===== config.mk =====
export PLATFORM = sky130hd
export DESIGN_NAME = rlwe_coeff_add_stream
export DESIGN_NICKNAME = d
export VERILOG_FILES = /design/src/rtl/rlwe_coeff_add_stream.sv
export SDC_FILE = /design/constraint.sdc
export NUM_CORES = 1
export LEC_CHECK = 0
export CORE_ASPECT_RATIO = 0.75
export CORE_MARGIN = 2
export CORE_UTILIZATION = 55
export DETAILED_ROUTE_END_ITERATION = 10
export PLACE_DENSITY = 0.82
export SLEW_MARGIN = 25
export SYNTH_ARGS = -nofsm -noshare
export SYNTH_HDL_FRONTEND = slang
export SYNTH_SLANG_ARGS = --single-unit

===== constraint.sdc =====
create_clock -name clk -period 9.8 [get_ports clk]
set_clock_uncertainty 0.2 [all_clocks]
set_input_delay 1.96 -clock clk [delete_from_list [all_inputs] [get_ports clk]]
set_output_delay 1.96 -clock clk [all_outputs]
set_load 0.005 [all_outputs]

===== src/rtl/rlwe_coeff_add_stream.sv =====
// rlwe_coeff_add_stream: adds an error coefficient to each reduced product,
// reduces mod Q, and streams N tagged results with valid/ready handshakes.
// Optional build macro SIGNED_ERR_EN: treats in_err as two's-complement
// signed and corrects negative sums by adding Q.
module rlwe_coeff_add_stream #(
  parameter int Q          = 12289,
  parameter int DATA_WIDTH = 14,
  parameter int N          = 256,
  parameter int CNT_WIDTH  = 9
) (
  input  logic                  clk,
  input  logic                  rst,
  input  logic                  start,
  output logic                  busy,
  output logic                  done,
  input  logic                  in_valid,
  output logic                  in_ready,
  input  logic [DATA_WIDTH-1:0] in_prod,
  input  logic [DATA_WIDTH-1:0] in_err,
  output logic                  out_valid,
  input  logic                  out_ready,
  output logic [DATA_WIDTH-1:0] out_data,
  output logic [CNT_WIDTH-1:0]  out_idx,
  output logic                  out_last
);

  typedef enum logic [1:0] {IDLE, RUN, DONE} state_t;

  localparam logic [CNT_WIDTH-1:0] N_C    = CNT_WIDTH'(N);
  localparam logic [CNT_WIDTH-1:0] LAST_C = CNT_WIDTH'(N - 1);

  state_t                  state;
  state_t                  state_next;
  logic [CNT_WIDTH-1:0]    in_cnt;
  logic                    in_hs;
  logic                    out_hs;
  logic [DATA_WIDTH-1:0]   result;

`ifdef SIGNED_ERR_EN
  localparam logic signed [DATA_WIDTH+1:0] Q_S = (DATA_WIDTH+2)'(Q);
  logic signed [DATA_WIDTH+1:0] sum_s;
  logic signed [DATA_WIDTH+1:0] adj_s;

  // Signed add with one correction step in either direction
  always_comb begin
    sum_s = $signed({2'b00, in_prod}) + $signed({{2{in_err[DATA_WIDTH-1]}}, in_err});
    adj_s = sum_s;
    if (sum_s[DATA_WIDTH+1]) begin
      adj_s = sum_s + Q_S;
    end else if (sum_s >= Q_S) begin
      adj_s = sum_s - Q_S;
    end
    result = adj_s[DATA_WIDTH-1:0];
  end
`else
  localparam logic [DATA_WIDTH:0] Q_U = (DATA_WIDTH+1)'(Q);
  logic [DATA_WIDTH:0] sum_u;
  logic [DATA_WIDTH:0] adj_u;

  // Unsigned add with a single conditional subtract of Q
  always_comb begin
    sum_u = {1'b0, in_prod} + {1'b0, in_err};
    adj_u = sum_u;
    if (sum_u >= Q_U) begin
      adj_u = sum_u - Q_U;
    end
    result = adj_u[DATA_WIDTH-1:0];
  end
`endif

  assign in_hs  = in_valid && in_ready;
  assign out_hs = out_valid && out_ready;

  // Next-state logic plus status and input-ready decoding
  always_comb begin
    state_next = state;
    busy       = 1'b0;
    done       = 1'b0;
    in_ready   = 1'b0;
    case (state)
      IDLE: begin
        if (start) begin
          state_next = RUN;
        end
      end
      RUN: begin
        busy     = 1'b1;
        in_ready = (in_cnt < N_C) && (!out_valid || out_ready);
        if (out_hs && out_last) begin
          state_next = DONE;
        end
      end
      DONE: begin
        done       = 1'b1;
        state_next = IDLE;
      end
      default: begin
        state_next = IDLE;
      end
    endcase
  end

  // State register
  always_ff @(posedge clk) begin
    if (rst) begin
      state <= IDLE;
    end else begin
      state <= state_next;
    end
  end

  // Input coefficient counter, cleared when a polynomial starts
  always_ff @(posedge clk) begin
    if (rst) begin
      in_cnt <= '0;
    end else if (state == IDLE && start) begin
      in_cnt <= '0;
    end else if (in_hs) begin
      in_cnt <= in_cnt + 1'b1;
    end
  end

  // Output register: loads on input handshake, empties when drained
  always_ff @(posedge clk) begin
    if (rst) begin
      out_valid <= 1'b0;
      out_data  <= '0;
      out_idx   <= '0;
      out_last  <= 1'b0;
    end else if (in_hs) begin
      out_valid <= 1'b1;
      out_data  <= result;
      out_idx   <= in_cnt;
      out_last  <= (in_cnt == LAST_C);
    end else if (out_hs) begin
      out_valid <= 1'b0;
      out_last  <= 1'b0;
    end
  end

endmodule


==> impl_metrics.env <==
export IMPL_clk_pin_slew_ns=0.07
export IMPL_power_frac_seq_pct=36.8
export IMPL_drtIter0Drc=182
export IMPL_drtAntennaViolNets=0
export IMPL_cp_end_kind="flip-flop"
export IMPL_pwr_share_comb_pct=36.3
export IMPL_setup_viol=0
export IMPL_startpoint_type="input port"
export IMPL_h_tree_depth=2
export IMPL_cts_hold_buf=0
export IMPL_layout_min_cycle_time_ns=5.53
export IMPL_diodes=0
export IMPL_avgSynthCellArea_um2=7.83
export IMPL_power_switching_w=0.000142
export IMPL_fmax_ghz=0.181
export IMPL_worstMarginPinSlew_ns=0.994
export IMPL_row_count=22
export IMPL_ys_flop_type="dfxtp_1"
export IMPL_viasPerCell=6.09
export IMPL_drive_above_1_share_pct=6.40
export IMPL_die_area_um2=5660
export IMPL_synth_async_reset_ratio_pct=0
export IMPL_synth_edf_count=0
export IMPL_grt_pass1_vias=2567
export IMPL_path_class="in2reg"
export IMPL_initial_core_util_pct=56.9
export IMPL_grt_setup_unrepaired="false"
export IMPL_post_cts_resized=0
export IMPL_fin_util_pct=70.4
export IMPL_syn_to_final_growth_pct=23.7
export IMPL_syn_nets=408
export IMPL_cts_made_buffers=5
export IMPL_r2r_slack_ns=7.30
export IMPL_syn_inst=356
export IMPL_wl_per_cell_um=15.2
export IMPL_ys_seq_elements=36
export IMPL_critPathRequiredTime_ns=9.78
export IMPL_cp_data_arrival_time_ns=5.51
export IMPL_min_period_over_period_pct=56.5
export IMPL_clkLatencyLatePin_ns=0.29
export IMPL_die_width_um=86.2
export IMPL_wl_mm=7.09
export IMPL_yosysWarnings=0
export IMPL_clockRootBuffer="clkbuf_8"
export IMPL_routabilityCongestion=0.920
export IMPL_clkPwrFrac_pct=26.9
export IMPL_drv_slew=0
export IMPL_grt_util_all_layers_pct=26.3
export IMPL_layout_commonest_cell="clkdlybuf4s50_1"
export IMPL_yosysSeqAreaShare_pct=25.8
export IMPL_cts_sinks=36
export IMPL_antenna_found_initial=0
export IMPL_grt_overflow_total=0
export IMPL_synth_area_um2=2790
export IMPL_powerDensity_nw_per_um2=122
export IMPL_postCtsSetupRepairBufs=0
export IMPL_crit_path_max_fanout=8
export IMPL_min_path_cells=2
export IMPL_final_cell_mix="clkdlybuf4s50_1, nand2_1, nor2_1, dfxtp_1, a21oi_1"
export IMPL_hpwl_mm=5.27
export IMPL_drc=0
export IMPL_hp_class="reg2reg"
export IMPL_timing_final_hold_violations=0
export IMPL_slew_headroom_pct=33.5
export IMPL_cts_path_max_buffers=2
export IMPL_leakagePower_nw=1.25
export IMPL_cap_violations=0
export IMPL_switching_share_pct=33.7
export IMPL_first_pass_iters=5
export IMPL_grt_pass1_wl_mm=11.9
export IMPL_final_nets=458
export IMPL_ioPinCount=61
export IMPL_io_buffers=60
export IMPL_tritoncts="done"
export IMPL_ir_drop_mv=0.102
export IMPL_vias=2837
export IMPL_grt_max_degree=38
export IMPL_outcome="complete, no violations"
export IMPL_setup_tns_ns=0
export IMPL_reg2reg_depth=6
export IMPL_synth_distinct_cells=64
export IMPL_die_h_um=65.7
export IMPL_coreArea_um2=4900
export IMPL_internal_power_w=0.000280
[cell families after synthesis]
logic type               share of synthesized area, %
flip-flops                                       25.8
adder cells (fa/ha/maj)                          8.79
buffers and inverters                            6.01
XOR/XNOR                                         5.56
multiplexers                                     1.88
AND/OR/NAND/NOR                                  26.6
AO/OA/AOI/OAI                                    25.3
[registers in the layout (all words and copies together), names as in the netlist]
name	count
out_data	14
in_cnt	9
out_idx	9
state	2
out_last	1
out_valid	1
[worst paths after layout]
check                    start           end
setup / recovery    in_prod[0]   out_data[0]
hold / removal    out_data[12]  out_data[12]
setup reg to reg      state[1]   out_data[7]
hold reg to reg   out_data[12]  out_data[12]
[power by group through the flow]
stage	registers, W	clock network [W]	logic [W]
6_report	0.000155	0.000114	0.000153
5_1_grt	0.000156	0.000124	0.000168
4_1_cts	0.000155	0.000115	0.000151
3_5_place_dp	0.000159	0	0.000150
3_3_place_gp	0.000159	0	0.000148
2_1_floorplan	0.000159	0	0.000106
[cell type report]
cell class	instances	area, um2
Multi-Input combinational cell	290	1900
Fill cell	416	1450
Sequential cell	36	721
Timing Repair Buffer	62	616
Clock buffer	7	96.3
Tap cell	60	75.1
Inverter	11	41.3
[through the flow]
step | hold WS, ns | setup WS [ns] | area (um2) | std cells | power [W]
2_1_floorplan | 0.228 | 5.06 | 2790 | 356 | 0.000265
3_3_place_gp | 0.245 | 4.18 | 3350 | 459 | 0.000306
3_5_place_dp | 0.239 | 4.09 | 3350 | 459 | 0.000309
4_1_cts | 0.255 | 4.31 | 3450 | 466 | 0.000422
5_1_grt | 0.282 | 4.02 | 3450 | 466 | 0.000447
6_report | 0.253 | 4.27 | 3450 | 466 | 0.000422
[critical path, stage by stage]
cell,delay (ns)
clkdlybuf4s50_1,0.46
ha_1,0.16
inv_1,0.06
fa_1,0.39
nand2b_1,0.19
a21oi_1,0.16
xor2_1,0.13
nor3_1,0.63
and4_1,0.47
a211o_1,0.36
a2111oi_0,0.17
a311o_1,0.37
[synth_stat cells, types with 3 or more instances]
cell       instances  area, um2
a2111oi_0          3       26.3
a211oi_1           5       37.5
a21o_1             9       67.6
a21oi_1           31        155
a221oi_1           4       35.0
a311oi_1           3       26.3
and4_1             4       35.0
buf_4              6       45.0
buf_6              4       45.0
clkbuf_1           6       22.5
dfxtp_1           36        721
ha_1              18        225
inv_1             11       41.3
mux2i_1            3       30.0
nand2_1           44        165
nand2b_1           4       25.0
nand3_1           15       75.1
nand4_1            5       31.3
nor2_1            36        135
nor3_1            17       85.1
nor4_1             4       25.0
o211ai_1           4       30.0
o21a_1             3       22.5
o21ai_0            9       45.0
or3_1              5       31.3
or4_1              3       22.5
xnor2_1            7       61.3
xor2_1             7       61.3
[layer usage]
metal | GRT usage (%) | part of all wire [%]
met2 | 41.8 | 45
met4 | 4.10 | 0.42
met5 | 0 | 0
met1 | 36.8 | 49
met3 | 6.41 | 6.3
(Power assumes the default switching activity.)
